### config.mk
export PLATFORM = sky130hd
export DESIGN_NAME = reorder_buffer
export DESIGN_NICKNAME = d
export VERILOG_FILES = /design/src/rtl/reorder_buffer_pkg.sv /design/src/rtl/rob_entry.sv /design/src/rtl/reorder_buffer.sv
export SDC_FILE = /design/constraint.sdc
export NUM_CORES = 1
export LEC_CHECK = 0
export ABC_AREA = 1
export CAP_MARGIN = 40
export CORE_UTILIZATION = 50
export CTS_CLUSTER_SIZE = 10
export DETAILED_ROUTE_END_ITERATION = 6
export GPL_ROUTABILITY_DRIVEN = 0
export PLACE_DENSITY = 0.72
export SETUP_SLACK_MARGIN = 0.5
export SLEW_MARGIN = 30
export SYNTH_ARGS = -nofsm -noshare
export SYNTH_HDL_FRONTEND = slang
export SYNTH_SLANG_ARGS = --single-unit
### constraint.sdc
create_clock -name clk -period 10.52 [get_ports clk]
set_input_delay 2.104 -clock clk [delete_from_list [all_inputs] [get_ports clk]]
set_output_delay 2.104 -clock clk [all_outputs]
set_load 0.03 [all_outputs]
### src/rtl/reorder_buffer_pkg.sv
// Shared definitions for the reorder buffer: depths, widths, tag encoding
// and the per-entry lifecycle state.
package reorder_buffer_pkg;
  localparam int ROB_DEPTH      = 8;
  localparam int ROB_IDX_W      = 3;
  localparam int COUNT_W        = 4;
  localparam int REG_NUM_WIDTH  = 5;
  localparam int OP_TYPE_WIDTH  = 4;
  localparam int INST_TAG_WIDTH = 4;
  localparam int COMMON_WIDTH   = 32;

  // Reserved "no producer" tag; never handed out since tags are 0..7.
  localparam logic [INST_TAG_WIDTH-1:0] TAG_INVALID = 4'hF;

  typedef enum logic [1:0] {
    ENT_EMPTY  = 2'd0,
    ENT_ISSUED = 2'd1,
    ENT_DONE   = 2'd2
  } ent_state_e;

  // Tags are the entry index zero-extended; the MSB is only set by TAG_INVALID.
  function automatic logic [INST_TAG_WIDTH-1:0] idx_to_tag(input logic [ROB_IDX_W-1:0] idx);
    return {1'b0, idx};
  endfunction
endpackage

### src/rtl/rob_entry.sv
// One reorder-buffer slot: lifecycle state, destination, op and result,
// plus the writeback tag match for this slot.
module rob_entry
  import reorder_buffer_pkg::*;
#(
  parameter logic [ROB_IDX_W-1:0] IDX = '0
) (
  input  logic                      clk,
  input  logic                      rst,
  input  logic                      flush,
  input  logic                      alloc_we,
  input  logic [REG_NUM_WIDTH-1:0]  alloc_rd,
  input  logic [OP_TYPE_WIDTH-1:0]  alloc_op,
  input  logic                      commit_clr,
  input  logic                      wb_valid,
  input  logic [INST_TAG_WIDTH-1:0] wb_tag,
  input  logic [COMMON_WIDTH-1:0]   wb_val,
  output ent_state_e                state_o,
  output logic [REG_NUM_WIDTH-1:0]  rd_o,
  output logic [OP_TYPE_WIDTH-1:0]  op_o,
  output logic [COMMON_WIDTH-1:0]   val_o
);
  ent_state_e                state_q, state_d;
  logic [REG_NUM_WIDTH-1:0]  rd_q, rd_d;
  logic [OP_TYPE_WIDTH-1:0]  op_q, op_d;
  logic [COMMON_WIDTH-1:0]   val_q, val_d;
  logic                      wb_hit;

  // Only an ISSUED slot accepts a result; TAG_INVALID never equals a slot tag.
  assign wb_hit = wb_valid && (wb_tag == idx_to_tag(IDX)) && (state_q == ENT_ISSUED);

  // Next state: flush beats alloc, alloc beats writeback; commit and
  // writeback cannot both hit since they need DONE vs ISSUED.
  always_comb begin
    state_d = state_q;
    rd_d    = rd_q;
    op_d    = op_q;
    val_d   = val_q;
    if (flush) begin
      state_d = ENT_EMPTY;
    end else if (alloc_we) begin
      state_d = ENT_ISSUED;
      rd_d    = alloc_rd;
      op_d    = alloc_op;
    end else begin
      if (commit_clr) state_d = ENT_EMPTY;
      if (wb_hit) begin
        state_d = ENT_DONE;
        val_d   = wb_val;
      end
    end
  end

  // Slot registers; reset clears payload so commit outputs read zero.
  always_ff @(posedge clk or posedge rst) begin
    if (rst) begin
      state_q <= ENT_EMPTY;
      rd_q    <= '0;
      op_q    <= '0;
      val_q   <= '0;
    end else begin
      state_q <= state_d;
      rd_q    <= rd_d;
      op_q    <= op_d;
      val_q   <= val_d;
    end
  end

  assign state_o = state_q;
  assign rd_o    = rd_q;
  assign op_o    = op_q;
  assign val_o   = val_q;
endmodule

### src/rtl/reorder_buffer.sv
// 8-entry in-order-retire reorder buffer: allocates at tail, accepts
// out-of-order writebacks by tag, retires at most one DONE head per cycle.
module reorder_buffer
  import reorder_buffer_pkg::*;
(
  input  logic                      clk,
  input  logic                      rst,
  input  logic                      flush,
  input  logic                      alloc_req,
  input  logic [REG_NUM_WIDTH-1:0]  alloc_rd,
  input  logic [OP_TYPE_WIDTH-1:0]  alloc_op,
  output logic [INST_TAG_WIDTH-1:0] avail_tag,
  output logic                      full,
  input  logic                      wb_valid,
  input  logic [INST_TAG_WIDTH-1:0] wb_tag,
  input  logic [COMMON_WIDTH-1:0]   wb_val,
  output logic                      commit_valid,
  output logic                      commit_we,
  output logic [REG_NUM_WIDTH-1:0]  commit_rd,
  output logic [COMMON_WIDTH-1:0]   commit_val,
  output logic [INST_TAG_WIDTH-1:0] commit_tag
);
  logic [ROB_IDX_W-1:0]     head_q, head_d, tail_q, tail_d;
  logic [COUNT_W-1:0]       count_q, count_d;
  logic                     alloc_acc;

  ent_state_e               st_arr  [ROB_DEPTH];
  logic [REG_NUM_WIDTH-1:0] rd_arr  [ROB_DEPTH];
  logic [OP_TYPE_WIDTH-1:0] op_arr  [ROB_DEPTH];
  logic [COMMON_WIDTH-1:0]  val_arr [ROB_DEPTH];

  // No full bypass: a same-cycle commit does not free a slot for alloc.
  assign full         = (count_q == COUNT_W'(ROB_DEPTH));
  assign alloc_acc    = alloc_req && !full;
  assign avail_tag    = idx_to_tag(tail_q);

  assign commit_valid = (count_q != '0) && (st_arr[head_q] == ENT_DONE);
  assign commit_rd    = rd_arr[head_q];
  assign commit_val   = val_arr[head_q];
  assign commit_tag   = idx_to_tag(head_q);
  assign commit_we    = commit_valid && (commit_rd != '0);

  for (genvar i = 0; i < ROB_DEPTH; i++) begin : g_ent
    rob_entry #(.IDX(ROB_IDX_W'(i))) u_ent (
      .clk        (clk),
      .rst        (rst),
      .flush      (flush),
      .alloc_we   (alloc_acc && (tail_q == ROB_IDX_W'(i))),
      .alloc_rd   (alloc_rd),
      .alloc_op   (alloc_op),
      .commit_clr (commit_valid && (head_q == ROB_IDX_W'(i))),
      .wb_valid   (wb_valid),
      .wb_tag     (wb_tag),
      .wb_val     (wb_val),
      .state_o    (st_arr[i]),
      .rd_o       (rd_arr[i]),
      .op_o       (op_arr[i]),
      .val_o      (val_arr[i])
    );
  end

  // Op type is held per entry for downstream consumers; commit does not use it.
  logic unused_op;
  always_comb begin
    unused_op = 1'b0;
    for (int i = 0; i < ROB_DEPTH; i++) unused_op = unused_op ^ (^op_arr[i]);
  end

  // Pointer/occupancy update; flush collapses the queue to empty.
  always_comb begin
    head_d  = head_q;
    tail_d  = tail_q;
    count_d = count_q;
    if (flush) begin
      head_d  = '0;
      tail_d  = '0;
      count_d = '0;
    end else begin
      if (alloc_acc)    tail_d = tail_q + 1'b1;
      if (commit_valid) head_d = head_q + 1'b1;
      count_d = count_q + COUNT_W'(alloc_acc) - COUNT_W'(commit_valid);
    end
  end

  // Pointer registers.
  always_ff @(posedge clk or posedge rst) begin
    if (rst) begin
      head_q  <= '0;
      tail_q  <= '0;
      count_q <= '0;
    end else begin
      head_q  <= head_d;
      tail_q  <= tail_d;
      count_q <= count_d;
    end
  end
endmodule

# Yosys cells after proc, flatten, opt, wreduce, memory -nomap -nowiden

Cells that the tools add are included.

Bitwise operators: 10
Add/sub/neg operators: 4
Mux-type cells: 46
Order comparisons: 1
Reductions and logical operators: 67
Equal/unequal tests: 31

Operator list:

| cell                                                                   | number |
|---|---|
| 32-bit binary-select mux with 3-bit select                             | 1 |
| 2-bit 2-to-1 mux                                                       | 34 |
| 32-bit 2-to-1 mux                                                      | 2 |
| 4-bit nonzero test                                                     | 9 |
| 1-bit logical AND                                                      | 35 |
| 3-bit equality test (second input constant)                            | 8 |
| 3-bit AND reduction                                                    | 8 |
| 2-bit by 1-bit equality test with 1-bit output (second input constant) | 8 |
| 4-bit by 3-bit equality test with 1-bit output (second input constant) | 4 |
| 2-bit AND reduction                                                    | 8 |
| 5-bit binary-select mux with 3-bit select                              | 1 |
| 3-bit by 2-bit equality test with 1-bit output (second input constant) | 4 |
| 3-bit 2-to-1 mux                                                       | 4 |
| 5-bit 2-to-1 mux                                                       | 2 |
| 1-bit NOT                                                              | 9 |
| 4-bit by 2-bit equality test with 1-bit output (second input constant) | 2 |
| 3-bit by 1-bit adder with 3-bit output (second input constant)         | 2 |
| 2-bit binary-select mux with 3-bit select                              | 1 |
| 3-bit by 1-bit equality test with 1-bit output (second input constant) | 2 |
| 3-bit logical NOT                                                      | 2 |
| 5-bit nonzero test                                                     | 1 |
| 4-bit by 1-bit adder with 4-bit output                                 | 1 |
| 4-bit by 1-bit equality test with 1-bit output (second input constant) | 1 |
| 4-bit equality test (second input constant)                            | 1 |
| 8 further kinds                                                        | 9 |

Register bits after elaboration: 322
Word-level logic and storage cells: 186
Output and inout port bits: 48

# Depth between registers and ports, before layout

Gate-level depths: netlist of the first run.

Word-level depth: 11
Depth in mapped cells: 17

# By module

Synthesis of the first run repeated with hierarchy kept, for this count alone.

Cell total of the unflattened synthesis: 2301
Area, all modules: 18464.0 um^2

Modules (own cells, without submodules):

| module                         | times used | cells each | area each (um^2) |
|---|---|---|---|
| rob_entry (g_ent[1].u_ent ...) | 2          | 200        | 1864.3 |
| reorder_buffer                 | 1          | 713        | 3668.5 |
| rob_entry (g_ent[5].u_ent ...) | 2          | 197        | 1830.5 |
| rob_entry (g_ent[0].u_ent)     | 1          | 199        | 1860.5 |
| rob_entry (g_ent[3].u_ent)     | 1          | 199        | 1855.5 |
| rob_entry (g_ent[4].u_ent)     | 1          | 198        | 1850.5 |
| rob_entry (g_ent[7].u_ent)     | 1          | 198        | 1839.3 |

# Worst setup path before layout of the first run

No wires, ideal clock.

Path type: flip-flop to output port
Start point: reg head_q[0]
End point: out commit_we
Cell stages (with the launch flop): 11
Arrival time: 1851 ps
Required time: 8416 ps
Path slack: 6565 ps
Buffers on the path: 2
Path through: dfrtp_1 -> buf_4 -> inv_2 -> buf_4 -> nor2_1 -> nand2_1 -> nand2_1 -> nand2_1 -> nand3_2 -> nand2_1 -> nor2_1

Cells in the longest elaborated chain, start to end: 7
Elaborated cells on any way between the ends: 11
Those cells by class: eq/ne (1); mux (6); bitwise (1); reduce/logical (3)

RTL lines:

| what                                                 | RTL line                                   | RTL |
|---|---|---|
| start, declared                                      | reorder_buffer.sv:23                       | `logic [ROB_IDX_W-1:0] head_q, head_d, tail_q, tail_d;` |
| start signal, assigned                               | reorder_buffer.sv:88                       | `head_q <= '0;` |
| start signal, assigned                               | reorder_buffer.sv:92                       | `head_q <= head_d;` |
| 3-bit NOT with 4-bit output (implied by the code) *  | reorder_buffer.sv:37, reorder_buffer.sv:38 |  |
| 2-bit binary-select mux with 3-bit select            | reorder_buffer.sv:37                       | `assign commit_valid = (count_q != '0) && (st_arr[head_q] == ENT_DONE);` |
| 2-bit 2-to-1 mux (implied by the code) (2 in series) | reorder_buffer.sv:37                       |  |
| 2-bit equality test                                  | reorder_buffer.sv:37                       |  |
| 1-bit logical AND                                    | reorder_buffer.sv:37                       |  |
| 1-bit logical AND *                                  | reorder_buffer.sv:41                       | `assign commit_we = commit_valid && (commit_rd != '0);` |
| end, declared                                        | reorder_buffer.sv:18                       | `output logic commit_we,` |

Mark *: on every way between the ends. The rest lies on a longest branch, timed or not. The select of a mux whose other input is x is not followed.

# Worst setup path in the final report of the first run

Start point: reg head_q[0]
End point: out commit_val[30]

Cells in the longest elaborated chain, start to end: 4

RTL lines:

| what                                                  | RTL line             | RTL |
|---|---|---|
| 3-bit NOT with 4-bit output (implied by the code)     | reorder_buffer.sv:39 | `assign commit_val = val_arr[head_q];` |
| 32-bit binary-select mux with 3-bit select            | reorder_buffer.sv:39 |  |
| 32-bit 2-to-1 mux (implied by the code) (2 in series) | reorder_buffer.sv:39 |  |
| end, declared                                         | reorder_buffer.sv:20 | `output logic [COMMON_WIDTH-1:0] commit_val,` |

No other way between the ends. The select of a mux whose other input is x is not followed.

==> impl_metrics.toml, run 1 <==
[outcome]
status = "completed"

[drt]
wl_per_cell_um = 16.7
drt.antenna.violating_nets = 0
drc = 0
routed_wl_um = 37500
drt-pass1-iter-count = 5
via_per_inst = 5.52
drtIter0Drc = 938
vias = 12400

[timing]
whs_ns = 0.471
fin_tns_setup_ns = 0
finalMaxSlewViolations = 0
skew_ns = 0.0194
fmax_mhz = 165
finalCritPeriodShare = 0.576
max_slew.worst_pin.slew_ns = 0.881
setup_slack_ns = 4.46
min_period_ns = 6.06
timing.final.hold_violations = 0
final-setup-viol-count = 0
rsz0062_at_grt = "false"
maxSlewHeadroom = 0.413

[cts]
post_cts_resized = 0
ctsLongestPathBuffers = 3
clock_latency_ns = 0.53
clock-sinks = 322
cts_tree = "built"
numCtsBuffers = 38
hold_buffers = 0
cts_htree_levels = 2
cts_setup_buffers = 0
cts.clk_slew.worst_paths_ns = 0.05
cts_root_buf = "clkbuf_16"

[placement]
portBuffers = 91
dp_slack_ns = 5.04
dpl.hpwl_um = 20700
dp.cells = 2190
placed_area_um2 = 16100

[finish]
final_util = 0.576
antenna_cells = 0
multi_input_area_um2 = 5970
drive_gt1_frac = 0.0627
fillers = 2696
final_nets = 1911
fin_cells = 2239
syn_to_final_growth_pct = 12.7
design_area_um2 = 17200
seqCellArea_um2 = 8060

[grt]
grt_max_degree = 187
grt_pass1_wl_um = 61600
gr-total-overflow = 0
grt_pass1_vias = 11800
grtUsageTotal = 0.248
antenna_found_initial = 0

[floorplan]
die_w_um = 177
rows = 63
core_area_um2 = 29800
design.die.area_um2 = 31200
die_y_um = 177
ios = 98
initial_core_util = 0.511

[critical_path]
end_kind = "output port"
cp.required_ns = 8.42
ff2ff_path_depth = 13
path_class = "flop to output port"
r2r_slack_ns = 6.96
r2r_end = "count_q[2]$_DFF_PP0_"
cp-start-kind = "flop"
crit_arrival_ns = 3.96
cp-startpoint = "head_q[0]$_DFFE_PP0P_"
cp-endpoint = "commit_val[30]"
cp_max_fo = 69
r2r_start = "head_q[0]$_DFFE_PP0P_"

[yosys]
syn_avg_cell_area_um2 = 8.40
synth_area_leaders = "dfrtp_1 53%, nand2_1 12%, o21ai_0 9.4%"
yosysWarnings = 0
synth_top_cell_by_area = "dfrtp_1"
synthesis.area_um2 = 15200
synth-seq-cells = 322
yosysTopAreaCellShare = 0.529
ys_types = 33
synth-seq-area-share = 0.529
synthCells = 1814

[pwr]
power_mw = 2.92
p_leak_nw = 8.18
ir_drop_mv = 0.0975
p_per_area_nw_per_um2 = 170

[worst_hold_path]
hold_class = "flop to flop"

[flow_run]
drv_cap = 0
## worst min path at each step
stage,startpoint,endpoint,slack (ns),depth (start not counted)
after floorplan,g_ent[0].u_ent.rd_o[0]$_DFFE_PP0P_,g_ent[0].u_ent.rd_o[0]$_DFFE_PP0P_,0.44,2
after global placement,g_ent[0].u_ent.rd_o[0]$_DFFE_PP0P_,g_ent[0].u_ent.rd_o[0]$_DFFE_PP0P_,0.45,2
after detailed placement,g_ent[0].u_ent.rd_o[2]$_DFFE_PP0P_,g_ent[0].u_ent.rd_o[2]$_DFFE_PP0P_,0.46,2
after CTS,g_ent[0].u_ent.rd_o[2]$_DFFE_PP0P_,g_ent[0].u_ent.rd_o[2]$_DFFE_PP0P_,0.47,2
after global routing,g_ent[4].u_ent.rd_o[2]$_DFFE_PP0P_,g_ent[4].u_ent.rd_o[2]$_DFFE_PP0P_,0.49,2
final,g_ent[0].u_ent.rd_o[2]$_DFFE_PP0P_,g_ent[0].u_ent.rd_o[2]$_DFFE_PP0P_,0.47,2
## logic make-up after synthesis
group           after synthesis  share of synthesized area
flops                       322                      0.529
simple gates                738                      0.197
other cells                   1                   0.000246
xor+xnor                      2                    0.00115
compound gates              501                      0.176
buf+inv                     231                     0.0807
fa+ha+maj                    19                     0.0161
## layout by cell type (no fill, tap or decap), drive strengths merged, types with 2 or more instances in the layout
cell type and n:
o22ai 65, nor3 4, ha 18, nor4 4
a21oi 7, dfrtp 322, nand3 59, nor2 157
nand2 502, conb 2, clkbuf 45, o21ai 415
buf 24, o211ai 13, nand4 12, inv 104
clkdlybuf4s50 91
## critical path, stage by stage, from the launching register on
cell	delay, ns
dfrtp_4	0.73
buf_4	0.68
buf_4	0.64
o21ai_0	0.24
o22ai_1	0.21
nand2_1	0.07
nand2_1	0.10
clkdlybuf4s50_1	0.68
## power breakdown
group          internal [mW]  switching, mW  total [mW]
combinational          0.147          0.250       0.397
sequential              1.32         0.0363        1.36
clock                  0.683          0.481        1.16
total                   2.15          0.767        2.92
## cell type report
class                      instances  share of cell area
sequential                       322               0.470
timing repair buffer             115              0.0695
multi-input combinational       1262               0.348
clock inverter                     2             0.00168
tap                              390              0.0284
clock buffer                      45              0.0599
inverter                         103              0.0229
## Yosys cell counts
master    instances
o22ai_1          65
nor4_2            2
nand3_1          54
nand4_1          12
nor3_2            3
nand3_2           5
ha_1             18
inv_1            98
nor4_4            2
buf_4            18
o21ai_0         286
a21oi_1           7
fa_1              1
nand2_1         502
nor2_8            1
conb_1            1
buf_1             5
clkinv_1          1
a21boi_1          1
o21ai_2          16
nor2_2            3
clkbuf_2          5
o21ai_1         113
buf_2            33
nor3_1            1
dfrtp_1         322
clkbuf_1         34
xor2_1            1
buf_6            33
xnor2_1           1
inv_2             4
o211ai_1         13
nor2_1          153
## layer usage
| layer | global-route usage | vias to the layer above | share of wire |
|---|---|---|---|
| met2 | 0.402 | 386 | 0.47 |
| met1 | 0.344 | 5902 | 0.45 |
| met4 | 0.0819 | 0 | 0.021 |
| li1 | - | 6010 | - |
| met5 | 0 | - | 0 |
| met3 | 0.0310 | 60 | 0.060 |
## registers in the layout, summed over array words and instances, names as in the netlist
name                 cells
head_q                   3
count_q                  4
g_ent.u_ent.rd_o        40
g_ent.u_ent.val_o      256
g_ent.u_ent.state_o     16
tail_q                   3
No activity file was read; power rests on OpenSTA's default activity.
==> run 2: changes to the inputs <==
--- a/config.mk
+++ b/config.mk
@@ -11,7 +11,7 @@
 export CTS_CLUSTER_SIZE = 10
 export DETAILED_ROUTE_END_ITERATION = 6
 export GPL_ROUTABILITY_DRIVEN = 0
-export PLACE_DENSITY = 0.72
+export PLACE_DENSITY = 0.69
 export SETUP_SLACK_MARGIN = 0.5
 export SLEW_MARGIN = 30
 export SYNTH_ARGS = -nofsm -noshare
==> constraint.sdc (replaced) <==
create_clock -name clk -period 6.3 [get_ports clk]
set_input_delay 1.26 -clock clk [delete_from_list [all_inputs] [get_ports clk]]
set_output_delay 1.26 -clock clk [all_outputs]
set_load 0.03 [all_outputs]
==> run 2 against run 1 <==
Non-clock buffer count is 3 higher. Worst setup slack lost 3.0 ns. Clock-buffer cell count fell by 2. Sequential power rose by 66%. Sequential share of layout area shrank 0.12 points. First-iteration DRC count is 6.2% higher. Highest routed layer unchanged. Global-route usage hardly changed. Worst hold slack lost 0.0065 ns. Cell area grew 0.25%. Die area unchanged. Cell count about the same. Clock power is 65% higher.
==> impl_metrics.toml, run 2 (synthesis results as in run 1) <==
[outcome]
status = "completed"

[finish]
seqCellArea_um2 = 8060
syn_to_final_growth_pct = 13.0
multi_input_area_um2 = 5990
layout_commonest_cell = "nand2_1"
layout_common_cells = "500 x nand2_1, 319 x dfrtp_1, 286 x o21ai_0"
antenna_cells = 0
fillers = 2684
drive_gt1_frac = 0.0627
final_nets = 1914
largest_register_ffs = 256

[timing]
max_slew.worst_pin.slew_ns = 0.831
fmax_mhz = 209
setup_slack_ns = 1.51
finalCritPeriodShare = 0.761
rsz0062_at_grt = "false"
timing.final.hold_violations = 0
maxSlewHeadroom = 0.446
min_period_ns = 4.79
fin_tns_setup_ns = 0
final-setup-viol-count = 0
finalMaxSlewViolations = 0
skew_ns = 0.0191

[flow_run]
drv_cap = 0

[pwr]
p_leak_nw = 8.20
ir_drop_mv = 0.200
p_per_area_nw_per_um2 = 281

[worst_hold_path]
hold_class = "flop to flop"

[drt]
drc = 0
wl_per_cell_um = 16.8
routed_wl_um = 37500
via_per_inst = 5.53
drt.antenna.violating_nets = 0
drtIter0Drc = 996
vias = 12400
drt-pass1-iter-count = 5

[cts]
cts_setup_buffers = 0
cts_tree = "built"
clock_latency_ns = 0.51
cts.clk_slew.worst_paths_ns = 0.05
cts_htree_levels = 2
cts_root_buf = "clkbuf_16"
clock-sinks = 322
numCtsBuffers = 38
post_cts_resized = 0
ctsLongestPathBuffers = 3
hold_buffers = 0

[critical_path]
cp_max_fo = 65
path_class = "flop to output port"
cp-start-kind = "flop"
crit_arrival_ns = 3.53
end_kind = "output port"
cp.required_ns = 5.04

[floorplan]
die_y_um = 177
rows = 63
core_area_um2 = 29800
design.die.area_um2 = 31200
die_w_um = 177
initial_core_util = 0.511
ios = 98

[placement]
dp_slack_ns = 1.87
portBuffers = 91
dpl.hpwl_um = 21600

[grt]
grtUsageTotal = 0.248
grt_pass1_wl_um = 61600
gr-total-overflow = 0
grt_pass1_vias = 11700
grt_max_degree = 121
antenna_found_initial = 0
## run 2: stage by stage
step	power, mW	instance area, µm²	util	cells	hold slack [ns]
after CTS	4.87	17200	0.576	2238	0.468
after global placement	2.94	16000	0.538	2189	0.449
after floorplan	2.73	15200	-	1815	0.437
after global routing	5.05	17200	0.578	2240	0.496
after detailed placement	2.96	16100	0.542	2193	0.454
final	4.83	17200	0.578	2240	0.464
## run 2: final timing paths
path | from | end | slack (ns) | cells past startpoint
hold / removal | g_ent[0].u_ent.rd_o[3]$_DFFE_PP0P_ | g_ent[0].u_ent.rd_o[3]$_DFFE_PP0P_ | 0.46 | 2
min in group asynchronous | rst | g_ent[5].u_ent.state_o[1]$_DFFE_PP0P_ | 1.25 | 2
setup / recovery | head_q[0]$_DFFE_PP0P_ | commit_val[16] | 1.51 | 7
hold reg to reg | g_ent[0].u_ent.rd_o[3]$_DFFE_PP0P_ | g_ent[0].u_ent.rd_o[3]$_DFFE_PP0P_ | 0.46 | 2
max in group asynchronous | rst | g_ent[4].u_ent.val_o[17]$_DFFE_PP0P_ | 3.99 | 3
setup reg to reg | head_q[0]$_DFFE_PP0P_ | count_q[2]$_DFF_PP0_ | 2.87 | 13
## run 2: layout make-up
cell class / instances / area share
Sequential cell: 322 / 0.468
Multi-Input combinational cell: 1262 / 0.348
Timing Repair Buffer: 118 / 0.0725
Clock buffer: 43 / 0.0576
Tap cell: 390 / 0.0283
Inverter: 103 / 0.0230
Clock inverter: 2 / 0.00225
## run 2: layer usage
| metal | wire length [µm] | global-route usage |
|---|---|---|
| met3 | 2300 | 0.0297 |
| met4 | 776 | 0.0726 |
| met1 | 17100 | 0.353 |
| met2 | 17300 | 0.398 |
| met5 | 0 | 0 |
## run 2: critical path: stages (launching register included)
cell and delay [ns]:
dfrtp_4 0.67, inv_4 0.60, buf_4 0.48, o21ai_0 0.13, o22ai_1 0.12, nand2_1 0.08
nand2_1 0.18, clkdlybuf4s50_1 0.72
## run 2: power breakdown
part           switching [mW]  leakage (nW)  internal [mW]
Clock                   0.773         0.504           1.14
Sequential             0.0604          4.38           2.20
Combinational           0.414          3.32          0.243
Total                    1.25          8.20           3.59
==> run 3: changes to the inputs <==
--- a/config.mk
+++ b/config.mk
@@ -11,7 +11,7 @@
 export CTS_CLUSTER_SIZE = 10
 export DETAILED_ROUTE_END_ITERATION = 6
 export GPL_ROUTABILITY_DRIVEN = 0
-export PLACE_DENSITY = 0.69
+export PLACE_DENSITY = 0.72
 export SETUP_SLACK_MARGIN = 0.5
 export SLEW_MARGIN = 30
 export SYNTH_ARGS = -nofsm -noshare
==> constraint.sdc (replaced) <==
create_clock -name clk -period 3.9 [get_ports clk]
set_input_delay 0.78 -clock clk [delete_from_list [all_inputs] [get_ports clk]]
set_output_delay 0.78 -clock clk [all_outputs]
set_load 0.03 [all_outputs]
==> run 3 against run 2 <==
Global-route usage rose by 0.93 points. Register-to-register slack got worse by 1.9 ns. Clock power rose by 59%. Non-clock buffer count rose by 16. Total power rose by 60%. Worst hold slack improved by 0.0025 ns. Largest cell class unchanged. Largest power group unchanged.
==> impl_metrics.toml, run 3 (synthesis results as in run 1) <==
[outcome]
status = "completed"

[drt]
wl_per_cell_um = 17.3
via_per_inst = 5.60
drt.antenna.violating_nets = 0
drtIter0Drc = 1148
drt-pass1-iter-count = 7
drc = 0
vias = 12700
routed_wl_um = 39200

[cts]
cts_root_buf = "clkbuf_16"
cts_htree_levels = 2
clock-sinks = 322
numCtsBuffers = 38
hold_buffers = 0
cts_tree = "built"
cts.clk_slew.worst_paths_ns = 0.05
ctsLongestPathBuffers = 3
clock_latency_ns = 0.53

[grt]
gr-total-overflow = 0
grt_pass1_vias = 12400
antenna_found_initial = 0
grtUsageTotal = 0.257
grt_pass1_wl_um = 63900
grt_max_degree = 76

[finish]
fin_cells = 2260
largest_register_ffs = 256
drive_gt1_frac = 0.0749
layout_commonest_cell = "nand2_1"
final_util = 0.585
design_area_um2 = 17400
layout_common_cells = "500 x nand2_1, 319 x dfrtp_1, 285 x o21ai_0"
final_nets = 1930
syn_to_final_growth_pct = 14.5
antenna_cells = 0

[timing]
min_period_ns = 3.34
timing.final.hold_violations = 0
finalCritPeriodShare = 0.855
finalMaxSlewViolations = 0
setup_slack_ns = 0.564
final-setup-viol-count = 0
maxSlewHeadroom = 0.488
skew_ns = 0.0201
rsz0062_at_grt = "true"
fmax_mhz = 300
fin_tns_setup_ns = 0
max_slew.worst_pin.slew_ns = 0.765

[floorplan]
ios = 98
die_y_um = 177
core_area_um2 = 29800
rows = 63
initial_core_util = 0.511
die_w_um = 177
design.die.area_um2 = 31200

[flow_run]
drv_cap = 0

[pwr]
ir_drop_mv = 0.319
p_per_area_nw_per_um2 = 444
p_leak_nw = 8.49
p_int_mw = 5.69
combPwrFrac = 0.135
pwr-share-seq = 0.472
power.switching_mw = 2.06
p_clk_frac = 0.393
p_sw_frac = 0.265

[critical_path]
critical_path.top_delay_family = "buffers and inverters"
cp_num_buf_inv = 3
slowest_stage = "dfrtp_4"
r2r_end = "count_q[2]$_DFF_PP0_"
ff2ff_path_depth = 14
end_kind = "output port"
path_class = "flop to output port"
cp_max_fo = 48
r2r_start = "head_q[0]$_DFFE_PP0P_"
r2r_slack_ns = 0.95
cpPeakStageDelay_ns = 0.57
cp-start-kind = "flop"
cp.required_ns = 3.12
crit_path_cell_trace = "buf_16, buf_12, o21ai_0, o22ai_1, nand2_1, nand2_1, dlygate4sd2_1"
crit_top_cell = "nand2_1"
crit_arrival_ns = 2.56

[placement]
dp.cells = 2206
placed_area_um2 = 16400
portBuffers = 91
dpl.hpwl_um = 22000
dp_slack_ns = 0.565

[worst_hold_path]
hold_start = "g_ent[0].u_ent.rd_o[2]$_DFFE_PP0P_"
hold_class = "flop to flop"
hold_depth = 2
min_to = "g_ent[0].u_ent.rd_o[2]$_DFFE_PP0P_"
run 3: cell types whose count changed in the layout (fill, tap and decap cells not counted), sizes merged:
cell           previous run  this run
bufinv                    1         0
dlymetal6s2s              0         2
dlygate4sd2               0        25
clkdlybuf4s50            91        54
clkinv                    0         1
clkbuf                   43        58
clkdlybuf4s15             0         1
buf                      27        41
run 3: per-layer routing:
layer	global-route usage	part of all wire
met2	0.421	0.47
met1	0.354	0.44
met3	0.0413	0.067
met5	0	0
met4	0.0693	0.021
run 3: final cells by class:
type / count / area, µm²
flip-flops and latches: 322 / 8070
multi-input cells: 1262 / 5970
clock inverters: 2 / 36.3
clock buffers: 47 / 985
repair buffers: 134 / 1500
fillers: 2656 / 12400
inverters: 103 / 393
well taps: 390 / 488
run 3: power groups by stage:
stage          logic, mW  clock network, mW  registers (mW)
3_3_place_gp        1.06                  0            3.71
5_1_grt             1.18               3.24            3.68
3_5_place_dp        1.08                  0            3.71
4_1_cts             1.06               3.12            3.66
2_1_floorplan      0.702                  0            3.70
6_report            1.05               3.04            3.66
run 3: worst max path at each step:
| stage | cells after the start | to | start |
|---|---|---|---|
| after floorplan | 1 | count_q[0]$_DFF_PP0_ | rst |
| after global placement | 10 | commit_we | head_q[0]$_DFFE_PP0P_ |
| after detailed placement | 10 | commit_we | head_q[0]$_DFFE_PP0P_ |
| after CTS | 10 | commit_we | head_q[0]$_DFFE_PP0P_ |
| after global routing | 7 | commit_val[15] | head_q[0]$_DFFE_PP0P_ |
| final | 7 | commit_val[2] | head_q[0]$_DFFE_PP0P_ |
run 3: tightest hold or removal path, stage by stage (launching register included):
cell and delay [ns]:
dfrtp_1 0.33, nand2_1 0.05, nand2_1 0.05
run 3: through the flow:
| stage | power, mW | hold WS [ns] |
|---|---|---|
| 6_report | 7.75 | 0.467 |
| 5_1_grt | 8.10 | 0.491 |
| 4_1_cts | 7.83 | 0.470 |
| 3_5_place_dp | 4.79 | 0.454 |
| 3_3_place_gp | 4.77 | 0.449 |
| 2_1_floorplan | 4.40 | 0.437 |
run 3: what timing repair did:
action / 4_1_cts / 5_1_grt
endpoints found under the setup margin: 37 / 34
gates cloned: 0 / 2
resized for setup: 39 / 22
pin swaps: 0 / 0
setup buffers: 2 / 1
